File: src/rtl/controlmux_pkg.sv
// Shared control-word mux select, consumed by the hazard controller and the forwarder.
package controlmux;

  typedef enum logic {
    normal = 1'b0,
    zero   = 1'b1
  } controlmux_sel_t;

endpackage

File: src/rtl/hazard_detector_pkg.sv
// Register-index type and widths shared by the hazard controller files.
package hazard_detector_pkg;

  localparam int unsigned REG_IDX_W = 5;

  typedef logic [REG_IDX_W-1:0] rv32i_reg;

endpackage

File: src/rtl/hazard_detector_perf_cnt.sv
// Free-running event counter that wraps at 2^CNT_WIDTH; synchronous active-high clear.
module hazard_perf_cnt #(
  parameter int unsigned CNT_WIDTH = 32
) (
  input  logic                 clk,
  input  logic                 rst,
  input  logic                 inc_i,
  output logic [CNT_WIDTH-1:0] cnt_o
);

  logic [CNT_WIDTH-1:0] cnt_q;
  logic [CNT_WIDTH-1:0] cnt_d;

  // Next count: step by one on each qualifying event.
  always_comb begin
    cnt_d = cnt_q;
    if (inc_i) begin
      cnt_d = cnt_q + {{(CNT_WIDTH-1){1'b0}}, 1'b1};
    end else begin
      cnt_d = cnt_q;
    end
  end

  // Count register.
  always_ff @(posedge clk) begin
    if (rst) begin
      cnt_q <= {CNT_WIDTH{1'b0}};
    end else begin
      cnt_q <= cnt_d;
    end
  end

  assign cnt_o = cnt_q;

endmodule

File: src/rtl/hazard_detector.sv
// ID/EX hazard and stall controller: memory freeze, branch flush, load-use bubble,
// sticky memory-response tracking and performance counters.
module hazard_detector
  import hazard_detector_pkg::*;
  import controlmux::*;
#(
  parameter int unsigned CNT_WIDTH = 32
) (
  input  logic                 clk,
  input  logic                 rst,
  input  rv32i_reg             IF_ID_rs1_i,
  input  rv32i_reg             IF_ID_rs2_i,
  input  logic                 IF_ID_uses_rs1_i,
  input  logic                 IF_ID_uses_rs2_i,
  input  rv32i_reg             ID_EX_rd_i,
  input  logic                 ID_EX_mem_read_i,
  input  logic                 EX_br_taken_i,
  input  logic                 imem_read_i,
  input  logic                 imem_resp_i,
  input  logic                 dmem_read_i,
  input  logic                 dmem_write_i,
  input  logic                 dmem_resp_i,
  output logic                 pc_load_o,
  output logic                 IF_ID_load_o,
  output logic                 ID_EX_load_o,
  output logic                 EX_MEM_load_o,
  output logic                 MEM_WB_load_o,
  output controlmux_sel_t      controlmux_sel_o,
  output logic                 IF_ID_flush_o,
  output logic                 imem_mask_o,
  output logic                 dmem_mask_o,
  output logic                 imem_capture_o,
  output logic [CNT_WIDTH-1:0] stall_cnt_o,
  output logic [CNT_WIDTH-1:0] bubble_cnt_o,
  output logic [CNT_WIDTH-1:0] flush_cnt_o
);

  logic imem_done_q, imem_done_d;
  logic dmem_done_q, dmem_done_d;
  logic ipend_s, dpend_s, mem_stall_s, lu_s;
  logic rs1_hit_s, rs2_hit_s;
  logic bubble_sel_s, flush_sel_s;

  assign ipend_s     = imem_read_i & ~imem_resp_i & ~imem_done_q;
  assign dpend_s     = (dmem_read_i | dmem_write_i) & ~dmem_resp_i & ~dmem_done_q;
  assign mem_stall_s = ipend_s | dpend_s;

  assign rs1_hit_s = (ID_EX_rd_i == IF_ID_rs1_i) & IF_ID_uses_rs1_i;
  assign rs2_hit_s = (ID_EX_rd_i == IF_ID_rs2_i) & IF_ID_uses_rs2_i;
  assign lu_s      = ID_EX_mem_read_i & (|ID_EX_rd_i) & (rs1_hit_s | rs2_hit_s);

  // Priority select: memory freeze, then branch flush, then load-use bubble.
  always_comb begin
    pc_load_o        = 1'b1;
    IF_ID_load_o     = 1'b1;
    ID_EX_load_o     = 1'b1;
    EX_MEM_load_o    = 1'b1;
    MEM_WB_load_o    = 1'b1;
    controlmux_sel_o = normal;
    IF_ID_flush_o    = 1'b0;
    flush_sel_s      = 1'b0;
    bubble_sel_s     = 1'b0;
    if (mem_stall_s) begin
      pc_load_o     = 1'b0;
      IF_ID_load_o  = 1'b0;
      ID_EX_load_o  = 1'b0;
      EX_MEM_load_o = 1'b0;
      MEM_WB_load_o = 1'b0;
    end else if (EX_br_taken_i) begin
      IF_ID_flush_o    = 1'b1;
      controlmux_sel_o = zero;
      flush_sel_s      = 1'b1;
    end else if (lu_s) begin
      pc_load_o        = 1'b0;
      IF_ID_load_o     = 1'b0;
      controlmux_sel_o = zero;
      bubble_sel_s     = 1'b1;
    end else begin
      controlmux_sel_o = normal;
    end
  end

  // Done bits remember a response that arrived while the other port kept us frozen.
  always_comb begin
    imem_done_d = 1'b0;
    dmem_done_d = 1'b0;
    if (mem_stall_s) begin
      imem_done_d = imem_done_q | imem_resp_i;
      dmem_done_d = dmem_done_q | dmem_resp_i;
    end else begin
      imem_done_d = 1'b0;
      dmem_done_d = 1'b0;
    end
  end

  // Done-bit registers.
  always_ff @(posedge clk) begin
    if (rst) begin
      imem_done_q <= 1'b0;
      dmem_done_q <= 1'b0;
    end else begin
      imem_done_q <= imem_done_d;
      dmem_done_q <= dmem_done_d;
    end
  end

  assign imem_mask_o    = imem_done_q;
  assign dmem_mask_o    = dmem_done_q;
  assign imem_capture_o = imem_resp_i & mem_stall_s;

  hazard_perf_cnt #(.CNT_WIDTH(CNT_WIDTH)) u_stall_cnt (
    .clk   (clk),
    .rst   (rst),
    .inc_i (mem_stall_s),
    .cnt_o (stall_cnt_o)
  );

  hazard_perf_cnt #(.CNT_WIDTH(CNT_WIDTH)) u_bubble_cnt (
    .clk   (clk),
    .rst   (rst),
    .inc_i (bubble_sel_s),
    .cnt_o (bubble_cnt_o)
  );

  hazard_perf_cnt #(.CNT_WIDTH(CNT_WIDTH)) u_flush_cnt (
    .clk   (clk),
    .rst   (rst),
    .inc_i (flush_sel_s),
    .cnt_o (flush_cnt_o)
  );

endmodule

File: config.mk
export PLATFORM = sky130hd
export DESIGN_NAME = hazard_detector
export DESIGN_NICKNAME = d
export VERILOG_FILES = /design/src/rtl/controlmux_pkg.sv /design/src/rtl/hazard_detector_pkg.sv /design/src/rtl/hazard_detector_perf_cnt.sv /design/src/rtl/hazard_detector.sv
export SDC_FILE = /design/constraint.sdc
export NUM_CORES = 1
export LEC_CHECK = 0
export ABC_AREA = 1
export BUFFER_PORTS_ARGS = -buffer_cell sky130_fd_sc_hd__buf_4
export CORE_MARGIN = 2
export CORE_UTILIZATION = 56
export DETAILED_ROUTE_END_ITERATION = 10
export PLACE_DENSITY = 0.82
export SLEW_MARGIN = 40
export SYNTH_ARGS = -nofsm -noshare
export SYNTH_HDL_FRONTEND = slang
export SYNTH_SLANG_ARGS = --single-unit
File: constraint.sdc
create_clock -name clk -period 3 [get_ports clk]
set_input_delay 0.75 -clock clk [delete_from_list [all_inputs] [get_ports clk]]
set_output_delay 0.75 -clock clk [all_outputs]
set_load 0.02 [all_outputs]
==> flow_summary_export.csv, run 1 <==
group,metric,value,unit
die,area_of_the_die,11260,µm²
yosys,synth_area_leaders,"dfxtp_1 (34%), nand2_1 (17%), nor2_1 (11%)",
yosys,synthXorXnorAreaFrac,0.6002,%
timing,rsz0062_at_grt,"no",
worst_setup_path,end_kind,"output port",
yosys,synth_top_family_by_area,"simple AND/OR/NAND/NOR gates",
yosys,synth.cells.most_frequent,"nand2_1 (262), nor2_1 (178), inv_1 (114), dfxtp_1 (98), nand3_1 (51)",
die,die_h,106.1,µm
placement,placed_area,6933,µm²
worst_setup_path,cp_max_fo,6,
yosys,synthArstFlopShare,0,%
clock_network,cts_setup_buffers,0,
route,routed_wirelength,14400,µm
layout,design_area,7112,µm²
die,die_width,106.1,µm
route,antenna_left,0,
layout,utilization,69.51,%
worst_setup_path,slowest_library_cell_on_the_worst_path,"o21ai_0",
layout,fillerInstances,969,
yosys,netlist_instances,950,
worst_setup_path,setup.worst_path.start_class,"primary input",
yosys,netlist.area_leader.share,33.61,%
route,drt_iter0_drc,295,
route,num_vias,6204,
layout,final_nets,1104,
clock_network,numClockSinks,98,
worst_setup_path,crit_type,"primary input to output port",
yosys,synthesis.yosys.warnings,0,
global_routing,via_count_of_the_first_global_routing_pass,5547,
power,peakVddDrop,183.9,µV
clock_network,hold_buffers_post_cts,0,
timing,timing.clock.skew,0.01806,ns
placement,finalWeightedCongestion,0.9441,
timing,achievable-frequency,370.0,MHz
route,drt_first_pass_iters,5,
timing,finalWorstPathRequiredPeriod,2.703,ns
power,pwr_density_cell,330.8,nW/µm²
timing,setup-violations-final,0,
yosys,post_synth_fa_ha_maj_area_fraction,0.6431,%
clock_network,worst_setup_hold_path_clk_slew,0.10,ns
yosys,syn-num-nets,979,
clock_network,cts-root-buf,"clkbuf_8",
route,drc,0,
yosys,synth_seq_cells,98,
clock_network,max-clock-path-buffers,2,
worst_setup_path,worst_ep_required_time,2.25,ns
timing,fin_crit_sh,90.10,%
die,pin_count,132,
global_routing,grt_use_total,25.96,%
timing,worst_slew_margin_rel,54.77,%
die,placement_row_count,37,
timing,sum_of_negative_setup_slack,0,ns
timing,hold_viol,0,
die,starting_density_of_the_core,57.05,%
global_routing,grt_first_pass_wirelength,24320,µm
clock_network,clock_insertion_delay_worst_skew,0.36,ns
layout,n_antenna_cell,0,
yosys,synthDominantAreaCellType,"dfxtp_1",
worst_setup_path,critical_path.max_stage_delay,0.30,ns
yosys,syn_area_per_cell,6.144,µm²
worst_setup_path,critical_path.cell_chain,"buf_4, inv_1, nor2_1, nor2_1, nand3_1, nand2_2, nand2_1, o21ai_0, buf_4",
run_status,outcome,"finished, final reports clean",
yosys,synth_mux_area_share,0,%
yosys,syn_area,5837,µm²
placement,hpwl,10930,µm
yosys,ys_types,38,
timing,tightestPinTransition,0.6774,ns
clock_network,cts_tree,"done",
yosys,synthSimpleGateAreaFrac,46.77,%
yosys,ys_seq_area_share,33.61,%
layout,final_layout_size_suffix_gt1_share,19.07,%
clock_network,tritoncts_buffer_count,9,
yosys,synth_edf_count,0,
yosys,synthFlopType,"dfxtp_1",
hold_path,holdCritPathClass,"flop to flop",
worst_setup_path,arrival,1.95,ns
timing,report.final.slew_viol_count,0,
clock_network,cts.htree.levels,3,
placement,port-buffer-count,131,
route,avgRoutedWirePerCell,11.84,µm
power,leakagePower,3.002,nW
global_routing,antenna_found_initial,0,
die,core-area,10230,µm²
route,vias_per_cell,5.102,
clock_network,ctsResizeCount,0,
worst_setup_path,critical-path-top-delay-family,"simple AND/OR/NAND/NOR gates",
global_routing,pin_count_of_the_biggest_net_entering_global_routing,41,
worst_setup_path,critPathBufInv,3,
run,number_of_max_cap_violations,0,
global_routing,grt_overflow,0,
yosys,yosysMostFrequentCell,"nand2_1",
yosys,synth_compound_gate_area_share,8.403,%
layout,synthToLayoutAreaGrowth,21.84,%
cell type report:
cell class,instances,area [µm²],area share [%]
clock buffer,11,141.4,1.988
clock inverter,5,37.54,0.5278
tap,136,170.2,2.393
inverter,123,466.7,6.562
multi-input combinational,706,3293,46.31
sequential,98,1962,27.59
timing repair buffer,137,1041,14.64
worst register-to-register path: cells and delay by family (launching register included):
family | cells | cell delay, ns
flip-flops | 1 | 0.35
buffers and inverters | 3 | 0.46
AND/OR/NAND/NOR | 10 | 1.01
layer usage:
metal	track usage (%)	vias to the layer above	part of all wire [%]
li1	-	3252	-
met1	33.78	2781	47
met2	45.16	152	47
met3	2.636	19	4.2
met4	8.553	0	1.4
met5	0	-	0
report_power, final:
part	leakage [nW]	internal [mW]	switching (mW)
logic	2.13	0.0827	0.142
registers	0.790	1.31	0.00930
clock network	0.0863	0.330	0.480
total	3.00	1.72	0.631
metrics by stage:
| step | power [mW] | worst slack, ns | instances | hold WS, ns |
|---|---|---|---|---|
| after floorplan | 1.491 | 0.3904 | 950 | 0.5473 |
| final | 2.352 | 0.2971 | 1216 | 0.5002 |
| after CTS | 2.370 | 0.3112 | 1216 | 0.5041 |
| after global placement | 1.571 | 0.3422 | 1200 | 0.4701 |
| after detailed placement | 1.573 | 0.3115 | 1200 | 0.4848 |
| after global routing | 2.449 | 0.1909 | 1216 | 0.5275 |
worst paths after layout:
path	start	end	slack (ns)	cells after the start
min	imem_mask_o$_SDFF_PP0_	imem_mask_o$_SDFF_PP0_	0.50	2
max reg2reg	imem_mask_o$_SDFF_PP0_	u_flush_cnt.cnt_o[30]$_SDFFE_PP0P_	1.10	13
max	ID_EX_rd_i[2]	controlmux_sel_o	0.30	9
min reg2reg	imem_mask_o$_SDFF_PP0_	imem_mask_o$_SDFF_PP0_	0.50	2
state kept, by name (all words and copies together) (netlist names):
| name | count |
|---|---|
| u_flush_cnt.cnt_o | 32 |
| u_stall_cnt.cnt_o | 32 |
| u_bubble_cnt.cnt_o | 32 |
| imem_mask_o | 1 |
| dmem_mask_o | 1 |
cells by family after synthesis:
kind of cell / after synthesis
buf+inv: 146
xor+xnor: 4
simple gates: 607
fa+ha+maj: 3
compound gates: 92
flops: 98
cells in the final DEF (no fill, tap or decap), types with 10 or more instances in the layout:
cell,n
nor3_1,30
o21ai_0,31
buf_4,136
nor2_2,12
inv_1,114
a21oi_1,46
nand2_1,262
nand3_1,51
clkbuf_8,10
nand4_1,29
nor2_1,178
dfxtp_1,98
No activity file was read; power rests on OpenSTA's default activity.
==> run 2: changes to the inputs <==
CELL_PAD_IN_SITES_DETAIL_PLACEMENT = 1   (was not set)
CELL_PAD_IN_SITES_GLOBAL_PLACEMENT = 1   (was not set)
CORE_UTILIZATION = 40   (was 56)
PLACE_DENSITY = not set   (was 0.82)
PLACE_DENSITY_LB_ADDON = 0.1   (was not set)
REMOVE_ABC_BUFFERS = 1   (was not set)
==> flow_summary_export.csv, run 2 (synthesis gave the netlist of run 1 again) <==
group,metric,value,unit
power,power.clock.fraction,43.6,%
global_routing,grt_use_total,22.48,%
route,antenna_left,0,
clock_network,cts_setup_buffers,0,
power,pwr_density_cell,377.0,nW/µm²
layout,final-seq-area,1962,µm²
worst_setup_path,arrival,1.83,ns
power,leakagePower,3.062,nW
route,drt_iter0_drc,244,
power,swShare,25.85,%
timing,setup-violations-final,0,
clock_network,clock_insertion_delay_worst_skew,0.36,ns
timing,worst_slew_margin_rel,71.02,%
power,share_seq_of_total_power,47.9,%
worst_setup_path,critical-path-top-delay-family,"simple AND/OR/NAND/NOR gates",
layout,n_antenna_cell,0,
layout,instances_no_fill,1265,
layout,fillerInstances,1994,
clock_network,cts-root-buf,"clkbuf_16",
die,placement_row_count,44,
clock_network,numClockSinks,98,
worst_setup_path,crit_type,"primary input to output port",
placement,hpwl,13390,µm
run_status,outcome,"finished, final reports clean",
worst_setup_path,critical_path.cell_chain,"buf_4, inv_1, nor2_1, nor2_1, nand3_1, nand2_2, nand2_1, o21ai_0, buf_4",
route,drc,0,
layout,final_layout_size_suffix_gt1_share,19.24,%
route,avgRoutedWirePerCell,13.78,µm
timing,hold_viol,0,
power,power.combinational.fraction,8.5,%
layout,final_nets,1105,
die,die_width,124.8,µm
route,routed_wirelength,17430,µm
timing,report.final.slew_viol_count,0,
timing,finalWorstPathRequiredPeriod,2.585,ns
worst_setup_path,worst_ep_required_time,2.25,ns
timing,timing.clock.skew,0.008872,ns
layout,final_common_cell,"nand2_1",
power,switchingPower,710.9,µW
clock_network,max-clock-path-buffers,2,
timing,rsz0062_at_grt,"no",
global_routing,via_count_of_the_first_global_routing_pass,6115,
timing,fin_crit_sh,86.16,%
global_routing,grt_overflow,0,
worst_setup_path,slowest_library_cell_on_the_worst_path,"o21ai_0",
timing,sum_of_negative_setup_slack,0,ns
placement,dp_cells,1249,
power,power_report.internal_total,2.039,mW
die,pin_count,132,
worst_setup_path,cp_max_fo,4,
die,area_of_the_die,15570,µm²
clock_network,worst_setup_hold_path_clk_slew,0.07,ns
clock_network,ctsResizeCount,0,
worst_setup_path,setup.worst_path.start_class,"primary input",
layout,utilization,50.77,%
clock_network,tritoncts_buffer_count,9,
layout,final_cell_mix,"nand2_1 (262), nor2_1 (178), buf_4 (137), inv_1 (114), dfxtp_1 (98)",
clock_network,cts.htree.levels,3,
hold_path,holdCritPathClass,"flop to flop",
worst_setup_path,end_kind,"output port",
route,vias_per_cell,5.021,
global_routing,pin_count_of_the_biggest_net_entering_global_routing,55,
timing,timing.hold.ws,0.4803,ns
placement,port-buffer-count,131,
global_routing,antenna_found_initial,0,
clock_network,cts_tree,"done",
route,drt_first_pass_iters,5,
die,core-area,14370,µm²
placement,finalWeightedCongestion,0.7845,
worst_setup_path,critPathBufInv,3,
global_routing,grt_first_pass_wirelength,29480,µm
power,peakVddDrop,245.4,µV
layout,area_taken_by_multi_input_logic_gates,3293,µm²
timing,achievable-frequency,386.9,MHz
run,number_of_max_cap_violations,0,
worst_setup_path,critical_path.max_stage_delay,0.22,ns
timing,tightestPinTransition,0.4330,ns
die,die_h,124.8,µm
die,starting_density_of_the_core,40.62,%
clock_network,hold_buffers_post_cts,0,
layout,synthToLayoutAreaGrowth,24.97,%
route,num_vias,6352,
worst_setup_path,rrSetupSlack,1.15,ns
[run 2: layer usage]
layer	wire length, µm	part of all wire [%]	track usage, %
met3	547	3.1	3.093
met4	262	1.5	6.874
met2	8264	47	37.70
met1	8355	48	30.01
met5	0	0	0
[run 2: through the flow]
stage / area [µm²] / worst slack, ns / power (mW)
after global placement: 7000 / 0.4675 / 1.580
after global routing: 7295 / 0.3005 / 2.849
after floorplan: 5722 / 0.4466 / 1.472
final: 7295 / 0.4152 / 2.750
after detailed placement: 7000 / 0.4218 / 1.585
after CTS: 7295 / 0.4206 / 2.781
[run 2: area by class of cell]
cell class / instances / share of cell area, %
Sequential cell: 98 / 26.90
Tap cell: 184 / 3.156
Clock inverter: 7 / 0.9434
Multi-Input combinational cell: 706 / 45.15
Inverter: 123 / 6.398
Timing Repair Buffer: 138 / 14.37
Clock buffer: 9 / 3.087
[run 2: worst paths after layout]
| check | start | endpoint | depth (start not counted) |
|---|---|---|---|
| max | ID_EX_rd_i[2] | controlmux_sel_o | 9 |
| min | u_flush_cnt.cnt_o[14]$_SDFFE_PP0P_ | u_flush_cnt.cnt_o[14]$_SDFFE_PP0P_ | 2 |
| max reg2reg | imem_mask_o$_SDFF_PP0_ | u_flush_cnt.cnt_o[30]$_SDFFE_PP0P_ | 13 |
| min reg2reg | u_flush_cnt.cnt_o[14]$_SDFFE_PP0P_ | u_flush_cnt.cnt_o[14]$_SDFFE_PP0P_ | 2 |
[run 2: power groups by stage]
stage          Sequential [mW]  Clock, mW  Combinational, mW
6_report                  1.32       1.20              0.233
5_1_grt                   1.32       1.27              0.258
4_1_cts                   1.32       1.23              0.236
3_5_place_dp              1.35          0              0.235
3_3_place_gp              1.35          0              0.231
2_1_floorplan             1.36          0              0.116
[run 2: tightest hold or removal path: stages (launching register included)]
cell and delay [ns]:
dfxtp_1 0.33, inv_1 0.05, a21oi_1 0.05
==> run 3: changes to the inputs <==
CTS_CLUSTER_SIZE = 8   (was not set)
RECOVER_POWER = 50   (was not set)
==> flow_summary_export.csv, run 3 (synthesis gave the netlist of run 1 again) <==
group,metric,value,unit
timing,finalWorstPathRequiredPeriod,2.639,ns
clock_network,ctsResizeCount,0,
worst_setup_path,cp_max_fo,4,
placement,port-buffer-count,131,
clock_network,cts-root-buf,"clkbuf_16",
run,number_of_max_cap_violations,0,
worst_setup_path,rrSetupSlack,0.64,ns
global_routing,antenna_found_initial,0,
placement,finalWeightedCongestion,0.7845,
route,drt_iter0_drc,248,
die,die_width,124.8,µm
clock_network,worst_setup_hold_path_clk_slew,0.07,ns
die,core-area,14370,µm²
layout,final_common_cell,"nand2_1",
global_routing,grt_use_total,22.48,%
worst_setup_path,worst_ep_required_time,2.25,ns
worst_setup_path,arrival,1.89,ns
clock_network,hold_buffers_post_cts,0,
clock_network,cts_tree,"done",
timing,timing.clock.skew,0.008628,ns
clock_network,clock_insertion_delay_worst_skew,0.35,ns
layout,utilization,48.48,%
placement,place_worst_setup_slack,0.4218,ns
timing,worst_slew_margin_rel,46.04,%
global_routing,grt_overflow,0,
run_status,outcome,"finished, final reports clean",
worst_setup_path,worstRegToRegCells,11,
worst_setup_path,regToRegStartpoint,"imem_mask_o$_SDFF_PP0_",
timing,rsz0062_at_grt,"no",
hold_path,holdCritPathClass,"flop to flop",
route,num_vias,6355,
timing,tightestPinTransition,0.8094,ns
timing,layout_setup_ws,0.3613,ns
global_routing,via_count_of_the_first_global_routing_pass,6115,
timing,report.final.slew_viol_count,0,
timing,sum_of_negative_setup_slack,0,ns
placement,placed_area,7000,µm²
route,vias_per_cell,5.024,
clock_network,tritoncts_buffer_count,9,
power,pwr_density_cell,392.8,nW/µm²
die,die_h,124.8,µm
layout,n_antenna_cell,0,
power,leakagePower,2.712,nW
worst_setup_path,critical_path.reg2reg.endpoint,"u_stall_cnt.cnt_o[25]$_SDFFE_PP0N_",
worst_setup_path,end_kind,"output port",
clock_network,max-clock-path-buffers,2,
layout,synthToLayoutAreaGrowth,19.34,%
route,drc,0,
worst_setup_path,cp-startpoint,"ID_EX_rd_i[2]",
layout,final_cell_mix,"nand2_1 (265), nor2_1 (179), inv_1 (114), dfxtp_1 (98), clkbuf_1 (81)",
layout,instances_no_fill,1265,
worst_setup_path,crit_type,"primary input to output port",
timing,fin_crit_sh,87.96,%
route,antenna_left,0,
layout,design_area,6965,µm²
placement,dp_cells,1249,
worst_setup_path,setup.worst_path.start_class,"primary input",
timing,hold_viol,0,
die,starting_density_of_the_core,40.62,%
layout,final_nets,1105,
timing,setup-violations-final,0,
clock_network,cts_setup_buffers,0,
die,area_of_the_die,15570,µm²
layout,final_layout_size_suffix_gt1_share,11.29,%
clock_network,numClockSinks,98,
power,peakVddDrop,242.5,µV
placement,hpwl,13390,µm
die,pin_count,132,
timing,achievable-frequency,379.0,MHz
global_routing,pin_count_of_the_biggest_net_entering_global_routing,55,
route,routed_wirelength,17410,µm
route,drt_first_pass_iters,5,
die,placement_row_count,44,
global_routing,grt_first_pass_wirelength,29480,µm
route,avgRoutedWirePerCell,13.76,µm
worst_setup_path,critical_path.endpoint,"controlmux_sel_o",
clock_network,cts.htree.levels,3,
run 3: cell type report:
class / count / area (µm²)
repair buffers: 138 / 744.5
well taps: 184 / 230.2
multi-input cells: 706 / 3268
inverters: 123 / 466.7
flip-flops and latches: 98 / 1962
clock buffers: 9 / 225.2
clock inverters: 7 / 68.82
fillers: 2046 / 7403
run 3: how the worst min path moves through the flow:
stage / endpoint / cells past startpoint / start
global route: u_flush_cnt.cnt_o[14]$_SDFFE_PP0P_ / 2 / u_flush_cnt.cnt_o[14]$_SDFFE_PP0P_
global placement: u_flush_cnt.cnt_o[14]$_SDFFE_PP0P_ / 2 / u_flush_cnt.cnt_o[14]$_SDFFE_PP0P_
finish: u_flush_cnt.cnt_o[14]$_SDFFE_PP0P_ / 2 / u_flush_cnt.cnt_o[14]$_SDFFE_PP0P_
floorplan: u_flush_cnt.cnt_o[14]$_SDFFE_PP0P_ / 2 / u_flush_cnt.cnt_o[14]$_SDFFE_PP0P_
CTS: u_flush_cnt.cnt_o[14]$_SDFFE_PP0P_ / 2 / u_flush_cnt.cnt_o[14]$_SDFFE_PP0P_
detailed placement: u_flush_cnt.cnt_o[14]$_SDFFE_PP0P_ / 2 / u_flush_cnt.cnt_o[14]$_SDFFE_PP0P_
run 3: critical path, stage by stage:
cell and delay (ns):
buf_4 0.11, inv_1 0.10, nor2_1 0.05, nor2_1 0.10, nand3_1 0.08, nand2_1 0.17
nand2_1 0.11, o21ai_0 0.23, buf_4 0.19
run 3: per-layer routing:
| layer | up-vias | track usage [%] | wire length (µm) |
|---|---|---|---|
| li1 | 3246 | - | - |
| met1 | 2995 | 30.01 | 8421 |
| met2 | 94 | 37.70 | 8206 |
| met3 | 20 | 3.093 | 522 |
| met4 | 0 | 6.874 | 261 |
| met5 | - | 0 | 0 |
run 3: through the flow:
| stage | hold slack, ns | power (mW) |
|---|---|---|
| 6_report | 0.4799 | 2.736 |
| 5_1_grt | 0.5137 | 2.836 |
| 4_1_cts | 0.4857 | 2.781 |
| 3_5_place_dp | 0.4752 | 1.585 |
| 3_3_place_gp | 0.4759 | 1.580 |
| 2_1_floorplan | 0.5491 | 1.472 |
run 3: where the power goes:
group / internal (mW) / switching (mW)
clock network: 0.646 / 0.551
registers: 1.31 / 0.0104
logic: 0.0744 / 0.146
total: 2.03 / 0.707
